## config.mk

```make
export PLATFORM = sky130hd
export DESIGN_NAME = inst_fetch
export DESIGN_NICKNAME = d
export VERILOG_FILES = /design/src/rtl/inst_fetch.sv
export SDC_FILE = /design/constraint.sdc
export NUM_CORES = 1
export LEC_CHECK = 0
export CORE_UTILIZATION = 25
export DETAILED_ROUTE_END_ITERATION = 16
export PLACE_DENSITY = 0.47
export SYNTH_ARGS = -nofsm -noshare
export SYNTH_HDL_FRONTEND = slang
export SYNTH_SLANG_ARGS = --single-unit
```

## constraint.sdc

```tcl
create_clock -name clk -period 5.01 [get_ports clk]
set_input_delay 0.501 -clock clk [delete_from_list [all_inputs] [get_ports clk]]
set_output_delay 0.501 -clock clk [all_outputs]
set_load 0.01 [all_outputs]
```

## src/rtl/inst_fetch.sv

```systemverilog
// Instruction-fetch stage: owns the PC, drives the instruction memory and
// registers the returned word into the IF/ID pipeline register.
module inst_fetch #(
    parameter int                ADDR_W   = 32,
    parameter int                INST_W   = 32,
    parameter logic [ADDR_W-1:0] RESET_PC = '0
) (
    input  logic              clk,
    input  logic              rst,
    input  logic              stall_if,
    input  logic              stall_id,
    input  logic              branch_flag,
    input  logic [ADDR_W-1:0] branch_target,
    input  logic              flush,
    input  logic [ADDR_W-1:0] flush_pc,
    input  logic [INST_W-1:0] inst_i,
    output logic              ce_o,
    output logic [ADDR_W-1:0] pc_o,
    output logic [ADDR_W-1:0] id_pc_o,
    output logic [INST_W-1:0] id_inst_o,
    output logic              id_valid_o
);

    // Redirect captured while the front end was stalled, replayed after the delay slot.
    logic              pend_valid;
    logic [ADDR_W-1:0] pend_target;

    function automatic logic [ADDR_W-1:0] align(input logic [ADDR_W-1:0] a);
        return {a[ADDR_W-1:2], 2'b00};
    endfunction

    // NOTE: sequential state uses non-blocking assignments so every flop samples pre-edge values.
    always_ff @(posedge clk or posedge rst) begin
        if (rst) begin
            ce_o        <= 1'b0;
            pc_o        <= align(RESET_PC);
            pend_valid  <= 1'b0;
            pend_target <= '0;
        end else begin
            ce_o <= 1'b1;
            if (ce_o) begin
                if (flush) begin
                    pc_o       <= align(flush_pc);
                    pend_valid <= 1'b0;
                end else if (stall_if) begin
                    if (branch_flag) begin
                        pend_valid  <= 1'b1;
                        pend_target <= align(branch_target);
                    end
                end else if (branch_flag) begin
                    pc_o       <= align(branch_target);
                    pend_valid <= 1'b0;
                end else if (pend_valid) begin
                    pc_o       <= pend_target;
                    pend_valid <= 1'b0;
                end else begin
                    pc_o <= pc_o + ADDR_W'(4);
                end
            end
        end
    end

    // IF/ID register: the word at pc_o is always captured on an unstalled edge,
    // which is what makes the fetch in the branch cycle the delay slot.
    always_ff @(posedge clk or posedge rst) begin
        if (rst) begin
            id_pc_o    <= '0;
            id_inst_o  <= '0;
            id_valid_o <= 1'b0;
        end else if (flush) begin
            id_inst_o  <= '0;
            id_valid_o <= 1'b0;
        end else if (stall_if) begin
            if (!stall_id) begin
                id_inst_o  <= '0;
                id_valid_o <= 1'b0;
            end
        end else begin
            id_pc_o    <= pc_o;
            id_inst_o  <= inst_i;
            id_valid_o <= ce_o;
        end
    end

endmodule

```

==> summary.md <==
| Metric | Value |
|---|---|
| Htree depth | `4` |
| Core Rows | `57` |
| Hold Buf Count CTS | `0` |
| Crit share post-route | `54.5%` |
| Final Worst Setup Slack | `2.28 ns` |
| Initial Utilization | `25.4%` |
| Critical Path, Cell by Cell | `clkdlybuf4s50_1, buf_4, nand2b_1, nand2_1, or3_1, o211ai_1, a31oi_1` |
| Proportion of layout cells with a drive suffix above 1 | `14.5%` |
| Final hold violations | `0` |
| First-pass GRT wire length | `32000 um` |
| Most frequent cell after synthesis | `dfrtp_1` |
| Post-CTS Setup Inserts | `0` |
| Pins Over Slew Limit | `0` |
| Final setup TNS | `0 ns` |
| Iteration-0 DRC Markers | `305` |
| Fmax | `366 MHz` |
| Slew @ Worst Pin | `1.08 ns` |
| TritonCTS Buffers | `17` |
| Total grt overflow | `0` |
| Yosys reg bits | `125` |
| Vias per inst | `4.88` |
| Worst-case vdd ir drop | `0.199 mV` |
| WP buf/inv | `2` |
| Max Clock Skew | `0.00831 ns` |
| Share of the synthesized area in the top cell type | `50.7%` |
| Gpl congestion | `0.750` |
| Critical path fanouts, max | `40` |
| Io pins | `200` |
| Top_reg_cell synth | `dfrtp_1` |
| CP Depth | `7` |
| CP Class | `in -> reg` |
| Hold depth | `2` |
| WL/cell | `18.6 um` |
| Clock Path Buffers | `2` |
| Worst stage delay on the critical path | `0.64 ns` |
| Routed WL | `20500 um` |
| Largest net degree at the start of global routing | `85` |
| Clk_lat worst skew | `0.42 ns` |
| Vias in the first global route | `5374` |
| Die Width | `159 um` |
| Seq/Total Area, Yosys | `50.7%` |
| Status | `complete, no violations` |
| Worst setup SP type | `input port` |
| Async S/R FF share, synth | `100%` |
| DR pass1 iterations | `4` |
| Post-synth EDFFs | `0` |
| Min-delay worst type | `reg -> reg` |
| Power Density | `369 mW/mm^2` |
| Max_slew headroom | `27.8%` |
| Synthesized area | `0.00617 mm^2` |
| Critical Path AT | `3.02 ns` |
| Hold Startpoint | `id_valid_o` |
| Crit end category | `flop` |
| Post-DP HPWL | `13500 um` |
| GRT Total Usage | `16.4%` |
| Core Footprint | `0.0242 mm^2` |
| Vias | `5366` |
| Post_cts resized | `0` |
| Die area | `0.0253 mm^2` |
| Post-layout min period | `2.73 ns` |
| Die Y | `159 um` |
| CP required | `5.30 ns` |
| Initial antenna violation count | `2` |
| Synth unique cells | `57` |
| Number of setup violations in the final report | `0` |
| Final ANT Viol Nets | `0` |
| RSZ-0062 raised after global routing | `false` |
| Pre-CTS setup slack | `1.86 ns` |
| Yosys warning count | `0` |
| Pleak | `3.55 nW` |
| Synth top area cells | `dfrtp_1, mux2_2, a22o_1, o21ai_0, a21oi_1` |
| Syn avg cell area | `10.5 um^2` |
| Max cap viols | `0` |
| Sink Count | `125` |
| Reg2reg path depth | `6` |
| Layout Nets | `866` |
| Area leader, netlist | `dfrtp_1` |
| CP max-delay cell | `nand2_1` |
| DRC | `0` |
| Area Overhead vs Synth | `45.0%` |
| Post-synth top cells | `dfrtp_1, mux2_2, nand2_1` |
| Post-Synthesis Cells | `589` |
| Clk pin slew, worst setup/hold paths | `0.06 ns` |
| CP top delay family | `simple AND/OR/NAND/NOR gates` |
| R2R Path Start | `pend_valid` |
| Input/output buffers | `191` |
| CTS root buf | `clkbuf_16` |
| Fin Hold WS | `0.492 ns` |
| CTS tree | `done` |
| Crit. Startpoint | `flush` |
flip-flops by register name, summed over array words and instances (netlist names):
name,cells
pend_valid,1
ce_o,1
id_pc_o,30
id_inst_o,32
pend_target,30
id_valid_o,1
pc_o,30
where the power goes:
part	switching (mW)	total, mW	internal (mW)
clock network	0.490	1.22	0.731
logic	0.314	0.746	0.432
registers	0.153	1.33	1.18
through the flow:
| stage | instance area, um^2 | power, mW | std cells | util (%) |
|---|---|---|---|---|
| 2_1_floorplan | 6180 | 1.67 | 592 | - |
| 3_3_place_gp | 8360 | 2.08 | 1068 | 34.5 |
| 3_5_place_dp | 8360 | 2.10 | 1068 | 34.5 |
| 4_1_cts | 8940 | 3.34 | 1099 | 36.9 |
| 5_1_grt | 8940 | 3.46 | 1099 | 36.9 |
| 6_report | 8940 | 3.30 | 1100 | 36.9 |
metal layers:
layer	vias to the layer above	part of all wire, %	global-route usage (%)
li1	2508	-	-
met1	2685	47	22.0
met2	157	48	26.4
met3	16	4.6	3.28
met4	0	1.1	5.29
met5	-	0	0
worst paths after layout:
check	to	slack [ns]
max	pc_o[17]	2.28
min	id_valid_o	0.49
max reg2reg	pc_o[9]	2.60
min reg2reg	id_valid_o	0.49
max in group asynchronous	id_inst_o[3]	3.25
min in group asynchronous	id_inst_o[23]	0.59
tightest hold or removal path, cell delays in order, from the launching register on:
cell     delay, ns
dfrtp_1       0.35
nand2_1       0.05
nand2_1       0.06
cell families after synthesis:
family                     count (synthesis)  synth area share (%)
adders and majority gates                  1                 0.203
buffers and inverters                     56                  3.71
other                                      2                 0.122
xor gates and xnor gates                   6                 0.852
and+or+nand+nor                          169                  14.4
AOI/OAI and AO/OA                        163                  17.9
DFF                                      125                  50.7
muxes                                     67                  12.1
final cells by class:
type,count,area (um^2)
diodes,1,2.50
clock buffers,18,429
clock inverters,13,146
fillers,2457,15300
inverters,10,42.5
multi-input cells,411,2830
flip-flops and latches,125,3130
well taps,324,405
repair buffers,198,1960
cells in the final DEF (no fill, tap or decap), drive strengths merged, types with 6 or more instances in the layout:
cell / synthesis / layout
o211ai: 7 / 7
o31ai: 8 / 8
clkdlybuf4s50: 0 / 190
nor2: 26 / 26
clkinv: 1 / 7
nand2b: 17 / 17
buf: 8 / 8
mux2: 60 / 60
o21ai: 40 / 40
clkbuf: 38 / 18
nor3: 9 / 9
and3: 7 / 7
a32o: 6 / 6
dfrtp: 125 / 125
a22o: 32 / 32
a21oi: 37 / 37
mux2i: 7 / 7
inv: 9 / 9
nand4: 9 / 9
nand3: 17 / 17
or3: 8 / 8
nand2: 49 / 49
nand3b: 7 / 7
a211oi: 7 / 7
Power figures use the tool's default switching activity.
